<file path="config.mk">
export PLATFORM = sky130hd
export DESIGN_NAME = jimmy_fetch_unit
export DESIGN_NICKNAME = d
export VERILOG_FILES = /design/src/rtl/jimmy_pkg.sv /design/src/rtl/jimmy_instr_length.sv /design/src/rtl/jimmy_fetch_unit.sv
export SDC_FILE = /design/constraint.sdc
export NUM_CORES = 1
export LEC_CHECK = 0
export BUFFER_PORTS_ARGS = -buffer_cell sky130_fd_sc_hd__buf_2
export CAP_MARGIN = 20
export CORE_MARGIN = 1
export CORE_UTILIZATION = 32
export CTS_CLUSTER_SIZE = 16
export DETAILED_ROUTE_END_ITERATION = 8
export PLACE_DENSITY = 0.56
export SETUP_SLACK_MARGIN = 0.4
export SYNTH_ARGS = -nofsm -noshare
export SYNTH_HDL_FRONTEND = slang
export SYNTH_HIERARCHICAL = 1
export SYNTH_SLANG_ARGS = --single-unit
</file>
<file path="constraint.sdc">
create_clock -name clk -period 1.65 [get_ports clk]
set_input_delay 0.2475 -clock clk [delete_from_list [all_inputs] [get_ports clk]]
set_output_delay 0.2475 -clock clk [all_outputs]
set_load 0.02 [all_outputs]
</file>
<file path="src/rtl/jimmy_pkg.sv">
// Shared Jimmy CPU definitions: opcode encodings, fetch FSM states and the
// instruction-length rule used by both the fetch assembler and decode.
package jimmy_pkg;

    localparam int JIMMY_ADDR_W = 8;
    localparam int JIMMY_DATA_W = 8;

    // Opcodes are identified by byte0[7:2].
    localparam logic [5:0] OP_LD_IMM  = 6'b100000;
    localparam logic [5:0] OP_CMP_IMM = 6'b100011;
    localparam logic [5:0] OP_INPUT   = 6'b100110;
    localparam logic [5:0] OP_BRA     = 6'b101010;
    localparam logic [5:0] OP_BHI     = 6'b101100;
    localparam logic [5:0] OP_BEQ     = 6'b101101;

    typedef enum logic [1:0] {
        FETCH0 = 2'd0,
        FETCH1 = 2'd1,
        HOLD   = 2'd2
    } fetch_state_e;

    // Only the immediate-carrying and branch opcodes occupy a second byte.
    function automatic logic is_two_byte_op(input logic [JIMMY_DATA_W-1:0] opcode);
        logic w_two;
        w_two = 1'b0;
        case (opcode[7:2])
            OP_LD_IMM, OP_CMP_IMM, OP_BRA, OP_BHI, OP_BEQ: w_two = 1'b1;
            default:                                       w_two = 1'b0;
        endcase
        return w_two;
    endfunction

endpackage

</file>
<file path="src/rtl/jimmy_instr_length.sv">
// Combinational opcode-byte -> instruction length decoder, shared by the
// fetch assembler and the decode stage.
module jimmy_instr_length
    import jimmy_pkg::*;
(
    input  logic [JIMMY_DATA_W-1:0] i_opcode,
    output logic                    o_is_two_byte
);

    assign o_is_two_byte = is_two_byte_op(i_opcode);

endmodule

</file>
<file path="src/rtl/jimmy_fetch_unit.sv">
// Jimmy instruction fetch: owns the PC, reads program memory combinationally
// and assembles 1/2-byte instructions for execute over a valid/ready handshake.
module jimmy_fetch_unit
    import jimmy_pkg::*;
#(
    parameter int                    ADDR_WIDTH = 8,
    parameter logic [ADDR_WIDTH-1:0] RESET_PC   = '0
) (
    input  logic                  clk,
    input  logic                  reset,
    output logic [ADDR_WIDTH-1:0] address_bus,
    input  logic [7:0]            data_bus,
    output logic                  instr_valid,
    input  logic                  instr_ready,
    output logic [7:0]            instr_byte0,
    output logic [7:0]            instr_byte1,
    output logic [ADDR_WIDTH-1:0] instr_pc,
    input  logic                  branch_taken,
    input  logic [ADDR_WIDTH-1:0] branch_target
);

    fetch_state_e          r_state;
    logic [ADDR_WIDTH-1:0] r_pc;
    logic                  r_valid;
    logic [7:0]            r_byte0;
    logic [7:0]            r_byte1;
    logic [ADDR_WIDTH-1:0] r_instr_pc;

    logic                  w_two_byte;
    logic                  w_start;
    logic [ADDR_WIDTH-1:0] w_pc_inc;

    jimmy_instr_length u_instr_length (
        .i_opcode      (data_bus),
        .o_is_two_byte (w_two_byte)
    );

    // Natural-width add gives the modulo-2^N wrap from all-ones back to zero.
    assign w_pc_inc = r_pc + {{(ADDR_WIDTH-1){1'b0}}, 1'b1};

    // An accepted handshake in HOLD behaves exactly like a fresh FETCH0.
    assign w_start = (r_state == FETCH0) || ((r_state == HOLD) && instr_ready);

    // NOTE: all state below uses non-blocking assignments so every register
    // samples pre-edge values; blocking here would create ordering races.
    always_ff @(posedge clk or posedge reset) begin
        if (reset) begin
            r_state    <= FETCH0;
            r_pc       <= RESET_PC;
            r_valid    <= 1'b0;
            r_byte0    <= 8'h00;
            r_byte1    <= 8'h00;
            r_instr_pc <= '0;
        end else if (branch_taken) begin
            // Redirect wins over everything; a held instruction seen with
            // ready this cycle is already consumed by execute.
            r_state <= FETCH0;
            r_pc    <= branch_target;
            r_valid <= 1'b0;
        end else if (w_start) begin
            r_byte0    <= data_bus;
            r_instr_pc <= r_pc;
            r_pc       <= w_pc_inc;
            if (w_two_byte) begin
                r_valid <= 1'b0;
                r_state <= FETCH1;
            end else begin
                r_byte1 <= 8'h00;
                r_valid <= 1'b1;
                r_state <= HOLD;
            end
        end else if (r_state == FETCH1) begin
            r_byte1 <= data_bus;
            r_pc    <= w_pc_inc;
            r_valid <= 1'b1;
            r_state <= HOLD;
        end else if (r_state != HOLD) begin
            r_valid <= 1'b0;
            r_state <= FETCH0;
        end
    end

    assign address_bus = r_pc;
    assign instr_valid = r_valid;
    assign instr_byte0 = r_byte0;
    assign instr_byte1 = r_byte1;
    assign instr_pc    = r_instr_pc;

endmodule

</file>
# Yosys cells after proc, flatten, opt, wreduce, memory -nomap -nowiden
# Index checks and enable logic that the tools add are counted.
[classes]
add_sub_neg = 1
n_eq_ne = 9
n_mux = 17
bitwise_logic = 1
reduce_logical = 9
[op_table]
columns = ["cell", "n"]
rows = [
  ["$mux W8", 6],
  ["$eq A6 B6 Y1 const B", 5],
  ["$mux W2", 5],
  ["$add A8 B1 Y8 const B", 1],
  ["$mux W1", 6],
  ["$reduce_or A5 Y1", 1],
  ["$ne A2 B2 Y1 const B", 2],
  ["$reduce_bool A4 Y1", 1],
  ["$reduce_and A3 Y1", 1],
  ["$reduce_bool A3 Y1", 1],
  ["$eq A2 B1 Y1 const B", 1],
  ["$eq A2 B2 Y1 const B", 1],
  ["$logic_not A2 Y1", 1],
  ["$reduce_and A2 Y1", 1],
  ["$reduce_bool A2 Y1", 1],
  ["$logic_and A1 B1 Y1", 1],
  ["$logic_or A1 B1 Y1", 1],
  ["$not A1 Y1", 1],
]
[totals]
register_bits = 35
input_bits = 20
output_inout_bits = 33

# Longest topological paths before layout
[depth]
depth_word = 6
ltp_mapped = 7

# Modules after synthesis
# The synthesis kept the hierarchy.
[by_module_without_submodules]
columns = ["mod", "instances", "cells_each", "area_each_um2", "seq_area_each_um2"]
rows = [
  ["jimmy_fetch_unit", 1, 117, 1488.9, 850.8],
  ["jimmy_instr_length", 1, 7, 43.8, 0.0],
]

# Worst setup path before layout
# Ideal clock, no wire load.
[synth_timing]
path_type = "reg2reg"
start = "register, netlist name instr_valid"
end = "register r_byte0[0] (netlist: instr_byte0[0])"
setup_ps = 125
t_arrival_ps = 1593
t_required_ps = 1525
setup_slack_ps = -68
stages_incl_launch_ff = 7
path_buffers = 3
cell_sequence = "dfrtp_1 buf_6 nor2b_4 or3_1 buf_6 buf_12 mux2_4"
[synth_rtl]
columns = ["element", "line", "text"]
rows = [
  ["end signal, assigned", "jimmy_fetch_unit.sv:61", "r_byte0 <= data_bus;"],
  ["end, declared", "jimmy_fetch_unit.sv:25", "logic [7:0] r_byte0;"],
]

# Final worst setup path
[layout_timing]
start = "register r_state[0]"
end = "register r_pc[7] (netlist: address_bus[7])"
[layout_between]
elab_chain_cells = 5
word_cells_on_any_way = 8
cone_classes = "2 x eq/ne; 2 x mux; 4 x reduce/logical"
[layout_lines]
columns = ["element", "line", "text"]
rows = [
  ["start, declared", "jimmy_fetch_unit.sv:22", "fetch_state_e r_state;"],
  ["start signal, assigned", "jimmy_fetch_unit.sv:48", "r_state <= FETCH0;"],
  ["start signal, assigned", "jimmy_fetch_unit.sv:57", "r_state <= FETCH0;"],
  ["start signal, assigned", "jimmy_fetch_unit.sv:66", "r_state <= FETCH1;"],
  ["$eq A2 B2 Y1", "jimmy_fetch_unit.sv:42", "assign w_start = (r_state == FETCH0) || ((r_state == HOLD) && instr_ready);"],
  ["$logic_and A1 B1 Y1", "jimmy_fetch_unit.sv:42", ""],
  ["$logic_or A1 B1 Y1", "jimmy_fetch_unit.sv:42", ""],
  ["$mux W8", "jimmy_fetch_unit.sv:60", "end else if (w_start) begin"],
  ["$mux W8", "jimmy_fetch_unit.sv:54", "end else if (branch_taken) begin"],
  ["end signal, assigned", "jimmy_fetch_unit.sv:58", "r_pc <= branch_target;"],
  ["end signal, assigned", "jimmy_fetch_unit.sv:63", "r_pc <= w_pc_inc;"],
  ["end signal, assigned", "jimmy_fetch_unit.sv:74", "r_pc <= w_pc_inc;"],
  ["end, declared", "jimmy_fetch_unit.sv:23", "logic [ADDR_WIDTH-1:0] r_pc;"],
]
# Several ways; a longest one is shown, not always the timed one.
# A chain may end at the register's enable or synchronous reset.

==> parameters.txt <==
Parameter                              Value

Status
  Status ... finished, violations left
  Violations in the final reports ... design-rule violations

Timing
  Setup Viol. Count Final ... 0
  Time the worst path needs with I/O delays and setup ... 1510 ps
  Worst Hold Margin ... between 50 and 60 ps
  Hold Violations, Final ... 0
  Worst clock skew ... 4.00 ps
  Fin. max-slew vios ... 0
  Final critical-path share of the clock period ... 91.5%
  Setup repair after global routing missed its margin ... true
  Peak Freq ... 662 MHz
  Max-slew headroom at the worst pin ... a little under three quarters
  Worst Tran Pin Value ... 433 ps

Synth
  Net count after synthesis ... around 150
  Sequential fraction of the synthesis area ... 55.5%
  Mean Syn Cell Area ... about 12 um^2
  Async SR Flop Fraction ... 100%
  Most common flop cell mapped by yosys ... sky130_fd_sc_hd__dfrtp_1
  Top post-synthesis cells by count ... sky130_fd_sc_hd__dfrtp_1 (34), sky130_fd_sc_hd__nand2_1 (12), sky130_fd_sc_hd__mux2_2 (9), sky130_fd_sc_hd__o21ai_0 (9), sky130_fd_sc_hd__a22o_1 (8)
  Largest area contributor in the synthesized netlist ... sky130_fd_sc_hd__dfrtp_1
  Number of flops mapped to enable cells by yosys ... 0
  Synth warn ... 6
  Share of the synthesized area in the top cell type ... 55.5%
  Synthesized area ... 1530 um^2
  Dominant cell by count in the synthesized netlist ... sky130_fd_sc_hd__dfrtp_1
  Post-Syn Instances ... 124
  #FFs+latches synth ... 34
  Leading post-synthesis cells by cell area ... sky130_fd_sc_hd__dfrtp_1 (56%), sky130_fd_sc_hd__mux2_4 (6.9%), sky130_fd_sc_hd__mux2_2 (6.6%), sky130_fd_sc_hd__a22o_1 (4.6%), sky130_fd_sc_hd__xnor2_1 (3.4%)
  Unique masters post-synth ... 26

Pwr
  Clock Power Share ... between 30% and 40%
  Maximum vdd ir drop ... 0.000497 V
  Gate power share ... between 20% and 30%
  Static Leak ... 1.10 nW
  Switching power ... about 0.72 mW
  Sequential cell fraction of total power ... 39.1%
  Sw Share ... 28.1%
  Power Dens Cells ... 1110 nW/um^2
  Internal power ... 1.85 mW

Finish
  Non-filler cells, final ... around 250
  Share of post-route cells with drive strength above 1 ... 59.3%
  Post-synthesis to final-layout area growth ... 51.0%
  Total Nets Final ... 219
  Fill cell instance count of the final layout ... ~420
  Area occupied by registers ... 857 um^2
  Area of the multi-input gates ... 743 um^2
  Antenna Cells ... 0

Floorplanning
  Die height ... between 70 and 80 um
  Number of core rows ... 24
  Initial standard-cell utilization of the core ... 34.3%
  Die area ... approximately 5000 um^2
  Area of the placeable core ... between 4000 and 5000 um^2
  Number of I/O pins ... 53
  Chip width ... between 70 and 80 um

Worst setup path
  Worst setup EP type ... flip-flop
  Source of the worst register-to-register timing path ... r_state[0]
  Cell family contributing the most delay on the critical path ... compound AO/OA/AOI/OAI gates
  Startpoint kind of the worst setup timing path ... flip-flop
  Crit-path cells ... nand2b_4 -> a211oi_2 -> mux2_4 -> a221o_1
  Slowest CP cell ... sky130_fd_sc_hd__dfrtp_1
  Crit path kind ... flip-flop to flip-flop
  Cell count of the worst reg-to-reg path ... 4
  Buffers plus inverters on the worst setup path ... 0
  Data arrival time at the worst-slack endpoint ... 1670 ps
  Maximum single-stage delay on the critical path ... roughly 430 ps
  Endpoint of the worst-slack reg-to-reg timing path ... address_bus[7]
  Critical path launch point ... r_state[0]
  Worst endpoint required time ... about 1800 ps
  Critical Path Fanout Max ... 4
  Internal reg-to-reg setup slack ... between 100 and 150 ps

CTS
  Number of buffers on the longest clock path ... 2
  Number of hold-repair buffers added at the cts stage ... 0
  H-tree depth ... 2
  Later-pin clock latency in the skew report ... 280 ps
  CTS tree ... done
  TritonCTS Sinks ... 34
  TritonCTS buffer count ... 5
  Clock transition at the registers of the reported paths ... ~70 ps
  Root Buffer Master ... sky130_fd_sc_hd__clkbuf_8

Global routing
  Via count of the first global-routing pass ... 1295
  First-pass GRT wire length ... 5.89 mm
  Total grt overflow ... 0
  Maximum number of pins on one net before global-route repair ... 35
  Global Route Usage Sum ... between 15 and 20%
  Initial antenna violation count ... 0

Route
  Count of routing violations after the opening detailed-route iteration ... between 60 and 70
  Overall via count from detail_route ... 1223
  Average vias per placed instance ... approximately 5
  Post-route DRC violation count ... 4
  Drt pass-1 iters ... 7
  Detail Route Antenna Nets ... 0
  DR WL/cell ... 14.8 um
  Drt total wl ... 3.72 mm

Job
  Max-capacitance violation count ... 0

Place
  Global placement routability congestion ... 0.794
  Total of buffers placed on input and output ports ... 52
  Number of placed cells counting well taps ... 231

Min path
  Worst hold path type ... primary input to asynchronous set/reset pin
worst min-delay path, cell delays in order:
cell,delay [ps]
sky130_fd_sc_hd__buf_2,100
sky130_fd_sc_hd__inv_1,40
sky130_fd_sc_hd__buf_4,380
cells in the final DEF (no fill, tap or decap), types with 2 or more instances in the layout:
master,netlist,routed
sky130_fd_sc_hd__buf_12,1,2
sky130_fd_sc_hd__nand2_8,0,2
sky130_fd_sc_hd__bufinv_16,0,2
sky130_fd_sc_hd__a211oi_2,0,2
sky130_fd_sc_hd__o21ai_1,0,7
sky130_fd_sc_hd__nand3_1,4,4
sky130_fd_sc_hd__inv_1,4,4
sky130_fd_sc_hd__a22o_1,8,8
sky130_fd_sc_hd__buf_4,0,13
sky130_fd_sc_hd__buf_2,0,47
sky130_fd_sc_hd__dfrtp_2,0,5
sky130_fd_sc_hd__buf_8,0,3
sky130_fd_sc_hd__a21oi_4,0,2
sky130_fd_sc_hd__a21oi_2,0,2
sky130_fd_sc_hd__xnor2_1,6,5
sky130_fd_sc_hd__nand2_1,12,9
sky130_fd_sc_hd__nor2b_1,3,3
sky130_fd_sc_hd__mux2_4,7,8
sky130_fd_sc_hd__mux2_2,9,8
sky130_fd_sc_hd__nand2b_1,3,2
sky130_fd_sc_hd__dfrtp_1,34,29
sky130_fd_sc_hd__buf_6,2,7
sky130_fd_sc_hd__clkbuf_8,0,5
sky130_fd_sc_hd__nor2_1,3,2
repair_timing:
| action | 4_1_cts | 5_1_grt |
|---|---|---|
| resized for setup | 31 | 25 |
| buffers inserted | 8 | 4 |
| pin swaps | 14 | 9 |
| endpoints found under the setup margin | 33 | 37 |
layer usage:
layer | track usage, % | vias up | wire length [um]
met5 | 0 | - | 0
met1 | 18.2 | 580 | 1600
li1 | - | 593 | -
met4 | 5.11 | 0 | 39
met3 | 3.66 | 5 | 199
met2 | 26.2 | 45 | 1880
worst max-delay path by stage:
stage | endpoint | slack [ps] | cells past startpoint
after global placement | instr_byte1[6] | 80 | 7
after detailed placement | instr_byte1[4] | 60 | 7
after CTS | address_bus[7] | 150 | 4
final | address_bus[7] | 140 | 4
after global routing | address_bus[7] | 70 | 4
after floorplan | instr_byte0[0] | -40 | 6
power by group through the flow:
stage	clock network [mW]	logic, mW	registers [mW]
finish	0.915	0.653	1.01
global route	0.983	0.701	1.02
CTS	0.941	0.606	1.00
detailed placement	0	0.530	1.03
global placement	0	0.524	1.02
floorplan	0	0.217	1.15
per-stage QoR:
step                      area (um^2)  util [%]  TNS (ps)  power, mW  setup WS [ps]
final                            2310      51.7         0       2.58            140
after floorplan                  1550         -      -312       1.36          -44.6
after CTS                        2180      48.7         0       2.55            155
after detailed placement         1880      42.0         0       1.56           56.2
after global placement           1880      42.0         0       1.55           76.4
after global routing             2310      51.7         0       2.71           68.1
cell families (layout without fill, tap and decap cells):
family                   after synthesis  in the layout  share of synthesized area [%]
buffers and inverters                  9             84                           4.24
AO/OA/AOI/OAI                         28             28                           12.3
multiplexers                          17             17                           14.1
flip-flops                            34             34                           55.5
adder cells (fa/ha/maj)                1              1                          0.816
XOR/XNOR                               6              6                           3.43
AND/OR/NAND/NOR                       29             29                           9.55
area by class of cell:
| cell class | instances | area share, % |
|---|---|---|
| Clock buffer | 5 | 2.97 |
| Clock inverter | 3 | 2.97 |
| Inverter | 4 | 0.649 |
| Sequential cell | 34 | 37.0 |
| Tap cell | 52 | 2.81 |
| Timing Repair Buffer | 72 | 21.5 |
| Multi-Input combinational cell | 81 | 32.1 |
registers in the layout, summed over array words and instances (netlist names):
name,count
address_bus,8
r_state,1
instr_valid,1
instr_byte0,8
instr_pc,8
instr_byte1,8
No activity file was read; power rests on OpenSTA's default activity.
